$ cat src/rtl/queue_tx_pkg.sv
// queue_tx_pkg: shared state encoding and sizing helpers for the queued serial transmitter.
package queue_tx_pkg;

  typedef enum logic [1:0] {IDLE, START, DATA, STOP} tx_state_t;

  // Pointer width carries one extra wrap bit above the index bits.
  function automatic int ptr_w(input int depth);
    return $clog2(depth) + 1;
  endfunction

  function automatic int frame_len(input int width, input int bit_cycles);
    return (width + 2) * bit_cycles;
  endfunction

endpackage

$ cat src/rtl/queue_store.sv
// queue_store: circular word buffer with wrap-bit pointers, occupancy flags and sticky drop flag.
module queue_store
  import queue_tx_pkg::*;
#(
  parameter int WIDTH = 8,
  parameter int DEPTH = 4,
  localparam int PW = ptr_w(DEPTH),
  localparam int AW = PW - 1
) (
  input  logic             clock,
  input  logic             reset,
  input  logic             push,
  input  logic [WIDTH-1:0] push_data,
  input  logic             pop,
  output logic [WIDTH-1:0] pop_data,
  output logic             qfull,
  output logic             qempty,
  output logic [PW-1:0]    count,
  output logic             overflow
);

  logic [WIDTH-1:0] mem [DEPTH];
  logic [PW-1:0]    head, tail;
  logic             accept;

  assign qempty   = head == tail;
  assign qfull    = head[AW-1:0] == tail[AW-1:0] && head[AW] != tail[AW];
  assign count    = head - tail;
  assign pop_data = mem[tail[AW-1:0]];
  // Full is judged on registered state, so a same-cycle pop never rescues a push.
  assign accept   = push && !qfull;

  always_ff @(posedge clock or posedge reset)
    if (reset) begin
      head     <= '0;
      tail     <= '0;
      overflow <= 1'b0;
    end else begin
      if (accept) head <= head + 1'b1;
      if (push && qfull) overflow <= 1'b1;
      if (pop && !qempty) tail <= tail + 1'b1;
    end

  always_ff @(posedge clock)
    if (accept) mem[head[AW-1:0]] <= push_data;

endmodule

$ cat src/rtl/queue_serial_tx.sv
// queue_serial_tx: queued words sent as start / WIDTH data bits LSB first / stop frames on one line.
module queue_serial_tx
  import queue_tx_pkg::*;
#(
  parameter int WIDTH      = 8,
  parameter int DEPTH      = 4,
  parameter int BIT_CYCLES = 2,
  localparam int PW = ptr_w(DEPTH)
) (
  input  logic             clock,
  input  logic             reset,
  input  logic             wr_new,
  input  logic [WIDTH-1:0] wr_data,
  output logic             qfull,
  output logic             qempty,
  output logic [PW-1:0]    count,
  output logic             overflow,
  output logic             tx_line,
  output logic             tx_busy,
  output logic             tx_done
);

  localparam int CW = BIT_CYCLES > 1 ? $clog2(BIT_CYCLES) : 1;
  localparam int BW = WIDTH > 1 ? $clog2(WIDTH) : 1;
  localparam logic [CW-1:0] CYC_LAST = CW'(BIT_CYCLES - 1);
  localparam logic [BW-1:0] BIT_LAST = BW'(WIDTH - 1);

  tx_state_t        state, state_n;
  logic [CW-1:0]    cyc, cyc_n;
  logic [BW-1:0]    bitn, bitn_n;
  logic [WIDTH-1:0] shift, shift_n, pop_data;
  logic             pop, bit_end, tx_line_n;

  queue_store #(.WIDTH(WIDTH), .DEPTH(DEPTH)) u_store (
    .clock    (clock),
    .reset    (reset),
    .push     (wr_new),
    .push_data(wr_data),
    .pop      (pop),
    .pop_data (pop_data),
    .qfull    (qfull),
    .qempty   (qempty),
    .count    (count),
    .overflow (overflow)
  );

  assign bit_end = cyc == CYC_LAST;
  assign tx_busy = state != IDLE;
  assign tx_done = state == STOP && bit_end;

  always_ff @(posedge clock or posedge reset)
    if (reset) begin
      state   <= IDLE;
      cyc     <= '0;
      bitn    <= '0;
      shift   <= '0;
      tx_line <= 1'b1;
    end else begin
      state   <= state_n;
      cyc     <= cyc_n;
      bitn    <= bitn_n;
      shift   <= shift_n;
      tx_line <= tx_line_n;
    end

  always_comb begin
    state_n = state;
    cyc_n   = bit_end ? '0 : cyc + 1'b1;
    bitn_n  = bitn;
    shift_n = shift;
    pop     = 1'b0;
    case (state)
      IDLE: begin
        cyc_n = '0;
        if (!qempty) begin
          pop     = 1'b1;
          shift_n = pop_data;
          state_n = START;
        end
      end
      START:
        if (bit_end) begin
          state_n = DATA;
          bitn_n  = '0;
        end
      DATA:
        if (bit_end) begin
          if (bitn == BIT_LAST) state_n = STOP;
          else begin
            bitn_n  = bitn + 1'b1;
            shift_n = shift >> 1;
          end
        end
      STOP:
        // Back-to-back frames: a waiting word goes straight to START.
        if (bit_end) begin
          if (!qempty) begin
            pop     = 1'b1;
            shift_n = pop_data;
            state_n = START;
          end else state_n = IDLE;
        end
      default: state_n = IDLE;
    endcase
    tx_line_n = state_n == START ? 1'b0 : state_n == DATA ? shift_n[0] : 1'b1;
  end

endmodule

$ cat config.mk
export PLATFORM = sky130hd
export DESIGN_NAME = queue_serial_tx
export DESIGN_NICKNAME = d
export VERILOG_FILES = /design/src/rtl/queue_tx_pkg.sv /design/src/rtl/queue_store.sv /design/src/rtl/queue_serial_tx.sv
export SDC_FILE = /design/constraint.sdc
export NUM_CORES = 1
export LEC_CHECK = 0
export ABC_AREA = 0
export ABC_CLOCK_PERIOD_IN_PS = 2400
export CORE_ASPECT_RATIO = 1.4
export CORE_MARGIN = 5
export CORE_UTILIZATION = 50
export CTS_CLUSTER_DIAMETER = 200
export DETAILED_ROUTE_END_ITERATION = 7
export PLACE_DENSITY = 0.81
export SYNTH_ARGS = -nofsm -noshare
export SYNTH_HDL_FRONTEND = slang
export SYNTH_SLANG_ARGS = --single-unit
$ cat constraint.sdc
create_clock -name clock -period 2.4 [get_ports clock]
set_clock_uncertainty 0.05 [all_clocks]
set_input_delay 0.36 -clock clock [delete_from_list [all_inputs] [get_ports clock]]
set_output_delay 0.36 -clock clock [all_outputs]
set_load 0.02 [all_outputs]
# ---- Word-level counts from Yosys, hierarchy flattened
# Memories as Yosys holds them, arrays and structs flattened.
# Index checks and enable logic that the tools add are counted.
dict set report totals {
  reg_bits 22
  latchBits 0
  out_inout_bits 9
  ramBits 32
  n_memories 1
  rom_bits 0
  wordCells 66
}
dict set report op_classes {
  n_addsub 5
  n_mux 25
  n_eq_ne 13
  bitwise_logic 0
  div_mod_pow 0
  multipliers 0
  reduce_logical 13
  shift 0
  magnitude_cmp 0
}
# name words width read_ports rd_ports_with_merged_regs wr line
set memory_table {}
lappend memory_table {u_store.mem 4 8 1 0 1 queue_store.sv:22} ;# logic [WIDTH-1:0] mem [DEPTH];
# operator n
set op_table {}
lappend op_table {{2-to-1 mux 8 bit} 4}
lappend op_table {{case mux 8 bit (3 select lines)} 1}
lappend op_table {{2-to-1 mux 2 bit} 5}
lappend op_table {{adder 3 x 1 -> 3 bit (second input constant)} 3}
lappend op_table {{2-to-1 mux 1 bit} 9}
lappend op_table {{2-to-1 mux 3 bit} 3}
lappend op_table {{inequality test 2 bit (second input constant)} 4}
lappend op_table {{case mux 2 bit (4 select lines)} 1}
lappend op_table {{AND reduction 4 bit} 2}
lappend op_table {{equality test 2 bit (second input constant)} 3}
lappend op_table {{case mux 3 bit (2 select lines)} 1}
lappend op_table {{logical AND 1 bit} 5}
lappend op_table {{equality test 2 x 1 -> 1 bit (second input constant)} 2}
lappend op_table {{nonzero test 2 bit} 2}
lappend op_table {{equality test 3 bit} 1}
lappend op_table {{equality test 3 bit (second input constant)} 1}
lappend op_table {{nonzero test 3 bit} 1}
lappend op_table {{subtractor 3 bit} 1}
lappend op_table {{equality test 2 bit} 1}
lappend op_table {{logical NOT 1 bit} 2}
lappend op_table {{logical NOT 2 bit} 1}
lappend op_table {{case mux 1 bit (2 select lines)} 1}
lappend op_table {{adder 1 bit (second input constant)} 1}
lappend op_table {{inequality test 1 bit} 1}

# ---- Longest topological paths before layout
dict set report logic_depth {
  word_depth 7
  mapped_depth 9
  mapped_depth_nobuf 7
}

# ---- Modules after synthesis
# From an unflattened synthesis, not the netlist that was laid out.
dict set report hier_totals {
  hier_cells 174
  area_unflattened_um2 2560.0
}
# mod seq_area_each_um2 instances area_per_inst_um2 cells_each
set by_module_without_submodules {}
lappend by_module_without_submodules {queue_store 1136.1 1 1647.8 90}
lappend by_module_without_submodules {queue_serial_tx 376.6 1 912.1 84}

# ---- Worst setup path after synthesis
# No wires, ideal clock.
dict set report synth_path {
  path_type {register -> register}
  startpoint {reg u_store.tail[1]}
  endpoint {reg u_store.head[2]}
  setup_slack_ns 0.249
  setup_ns 0.130
  arrival_time_ns 1.971
  period_less_slack_ns 2.151
  path_stages_with_launch 9
  cell_sequence {dfrtp_1 -> buf_2 -> inv_1 -> ha_1 -> nand2_1 -> nor2_1 -> nor2b_2 -> and2_2 -> xor2_1}
}
dict set report synth_via {
  elab_chain_len 4
}
# element line
set synth_rtl {}
lappend synth_rtl {{start, declared} queue_store.sv:23} ;# logic [PW-1:0] head, tail;
lappend synth_rtl {{start signal, assigned} queue_store.sv:41} ;# if (pop && !qempty) tail <= tail + 1'b1;
lappend synth_rtl {{equality test 2 bit} queue_store.sv:27} ;# assign qfull = head[AW-1:0] == tail[AW-1:0] && head[AW] != tail[AW];
lappend synth_rtl {{logical AND 1 bit} queue_store.sv:27}
lappend synth_rtl {{via qfull} queue_serial_tx.sv:14} ;# output logic qfull,
lappend synth_rtl {{logical NOT 1 bit} queue_store.sv:31} ;# assign accept = push && !qfull;
lappend synth_rtl {{logical AND 1 bit} queue_store.sv:31}
lappend synth_rtl {{end signal, assigned} queue_store.sv:39} ;# if (accept) head <= head + 1'b1;
lappend synth_rtl {{end, declared} queue_store.sv:23}
# The timed path passes the listed nets, and every way through them passes these cells.
# A chain may end at the register's enable or synchronous reset.

# ---- Worst setup path after layout
dict set report layout_path {
  startpoint {reg u_store.head[0]}
  endpoint {out count[2]}
}
dict set report layout_via {
  elab_chain_len 1
}
# element line
set layout_rtl {}
lappend layout_rtl {{subtractor 3 bit} queue_store.sv:28} ;# assign count = head - tail;
lappend layout_rtl {{end, declared} queue_serial_tx.sv:16} ;# output logic [PW-1:0] count,
# No other way between the ends.

==> metrics.txt <==
Leakage 1.21 nW; Avg Inst Size Synth 14.1 µm²; Mapped Cells 182; Crit. End Element output pin; WP data required 1.99 ns; period utilization 94.4%; Reg clk slew, reported paths 0.10 ns; Final HPWL DP 3.10 mm; clock sinks 54; GR Util met3 2.98%; initial antenna violation count 0; TritonCTS clock tree yes; Die Wd 70.6 µm; Vias 1504; final std cells w/o fill 273; Setup CP Type flip-flop to output pin; post-synthesis sequential area ratio 58.9%; headroom to the max-slew limit 69.9%; Place WS 0.184 ns; residual DRC count 0; routed len/inst 15.8 µm; fill cell count 403; cts hold-fix bufs 0; RSZ-0062 raised after global routing false; # setup viols final 0; Placed Cells 265; Fin. Hold Viols 0; starting density of the core 50.6%; Final min period 2.26 ns; CP Data Arrival Time 1.85 ns; commonest cells after routing, fill and taps aside edfxtp_1, dfrtp_1, ha_1, clkdlybuf4s50_1, nand2_1; WP buf/inv 2; Startpoint Class flip-flop; R2R Path Start u_store.head[0]$_DFFE_PP0P_; YS warnings 0; Remaining Overflow, GRT 0; total wire length 4.31 mm; Fin Hold WS 0.337 ns; first-pass GRT wire length 7.34 mm; Core Region 5080 µm²; CP startpoint u_store.head[0]$_DFFE_PP0P_; Ant. Diodes 0; Multi-input gate area 973 µm²; total negative slack 0 ns; GRT Util Overall 14.2%; Max Clk Rate 442 MHz; root buffer cell clkbuf_8; DR vias/cell 5.51; worst reg-to-reg setup slack 0.32 ns; Die Y 94.8 µm; first drt pass iteration count 4; clock latency at the later pin of the worst-skew pair 0.30 ns; Slew Viols, Final 0; crit-path cells inv_1 > ha_1 > fa_1 > xnor2_1 > dlygate4sd2_1; largest net degree at the start of global routing 23; H-tree levels 2; VDD IR max 0.522 mV; row cnt 31; I/O pin count 20; critical-path maximum fanout 4; # Post-CTS Setup Buffers 0; CTS Buf Count 5; die area 6690 µm²; Max-Cap Viols 0; syn_nets 209; Antenna Nets Post-Route 0; Finished Cell Area 2930 µm²; Worst-Margin Slew 0.450 ns; outcome finished, final reports clean; Port Buffers 19; largest delay contributor family on the critical path adder cells; Worst Hold Class primary input to asynchronous set/reset pin; Slowest cell on crit path dfrtp_1; Placer Congestion 0.735; Seq cells post-synth 54; grt met2 use 24.5%; Synth-to-Final Area Change 13.9%; Top Usage Layer GRT met2; share of cells above drive strength 1 15.5%; setup ws final 0.135 ns; Synth cell types 40; Clock Tree Buf Depth 2; Layout Nets 233; slowest stage delay, CP 0.39 ns; PD cells 1360 nW/µm²; drt initial violations 54; Placed Area 2830 µm²; Post-Syn Area 2570 µm²; FF+latch area 1510 µm²; vias in the first global route 1531; met1 Use GR 16.9%; commonest non-fill, non-tap cell in the layout edfxtp_1
-- worst min-delay path: cells and delay by family --
kind                   cells  cell delay, ns
buffers and inverters      3            0.73
-- what timing repair did --
action / CTS / global route
resized for setup: 4 / 0
setup endpoints to repair: 4 / 0
hold endpoints to repair: 0 / 0
-- cell usage after synthesis, drive strengths merged --
| library cell | n | area [µm²] |
|---|---|---|
| or2 | 1 | 6.26 |
| a21oi | 1 | 16.3 |
| xnor2 | 4 | 42.6 |
| o21bai | 1 | 7.51 |
| and2 | 5 | 32.5 |
| edfxtp | 32 | 961 |
| mux2i | 6 | 60.1 |
| inv | 10 | 37.5 |
| dfstp | 1 | 26.3 |
| a21o | 2 | 15.0 |
| nor3 | 1 | 5.00 |
| nor2 | 9 | 43.8 |
| clkbuf | 1 | 3.75 |
| o21ai | 12 | 60.1 |
| o22ai | 1 | 6.26 |
| nor2b | 4 | 27.5 |
| a31o | 1 | 8.76 |
| fa | 1 | 20.0 |
| nand4 | 2 | 12.5 |
| xor2 | 2 | 17.5 |
| and4 | 1 | 8.76 |
| a22oi | 1 | 7.51 |
| o21a | 1 | 7.51 |
| nand3 | 5 | 30.0 |
| a31oi | 1 | 6.26 |
| mux4 | 8 | 180 |
| nand2 | 13 | 48.8 |
| mux2 | 1 | 11.3 |
| a22o | 11 | 96.3 |
| dfrtp | 21 | 526 |
| ha | 15 | 188 |
| buf | 6 | 42.5 |
| o31ai | 1 | 7.51 |
-- where the power goes --
group          switching, mW  internal (mW)  total [mW]
combinational           1.14          0.881        2.02
clock                  0.306          0.218       0.525
sequential             0.163           1.28        1.44
total                   1.60           2.38        3.98
-- layer usage --
| metal | wire, µm | up-vias |
|---|---|---|
| li1 | - | 714 |
| met1 | 1780 | 755 |
| met2 | 2290 | 26 |
| met3 | 131 | 9 |
| met4 | 110 | 0 |
| met5 | 0 | - |
-- path summary, 6_finish.rpt --
| check | cells past startpoint | end |
|---|---|---|
| max in group asynchronous | 3 | tx_line$_DFF_PP1_ |
| max reg2reg | 6 | u_store.mem[1][6]$_DFFE_PP_ |
| min in group clock | 1 | u_store.overflow$_DFFE_PP0P_ |
| min reg2reg | 1 | u_store.overflow$_DFFE_PP0P_ |
| max | 5 | count[2] |
| min | 3 | bit_end$_DFF_PP0_ |
-- area by class of cell --
class	count	share of cell area, %
clock inverter	3	0.983
inverter	10	1.28
sequential	54	51.7
multi-input combinational	111	33.3
clock buffer	5	2.35
timing repair buffer	24	7.61
tap	66	2.82
-- state kept, by name, summed over array words and instances, names as in the netlist --
register and cells:
u_store.mem 32, bit_end 1, shift 8, state 2, tx_line 1, u_store.overflow 1, u_store.head 3, u_store.tail 3
bitn 3
-- logic make-up after synthesis --
group | Yosys count | synth area share (%)
multiplexers | 15 | 9.79
flip-flops | 54 | 58.9
adder cells (fa/ha/maj) | 16 | 8.08
AND/OR/NAND/NOR | 41 | 8.37
buffers and inverters | 17 | 3.26
AO/OA/AOI/OAI | 33 | 9.30
XOR/XNOR | 6 | 2.34
-- per-stage QoR --
step,power [mW],util [%]
after floorplan,2.95,-
after global placement,3.48,55.8
after detailed placement,3.55,55.8
after CTS,4.03,57.6
after global routing,4.28,57.6
final,3.98,57.6
Note: power is estimated with default switching activity, not from simulation.
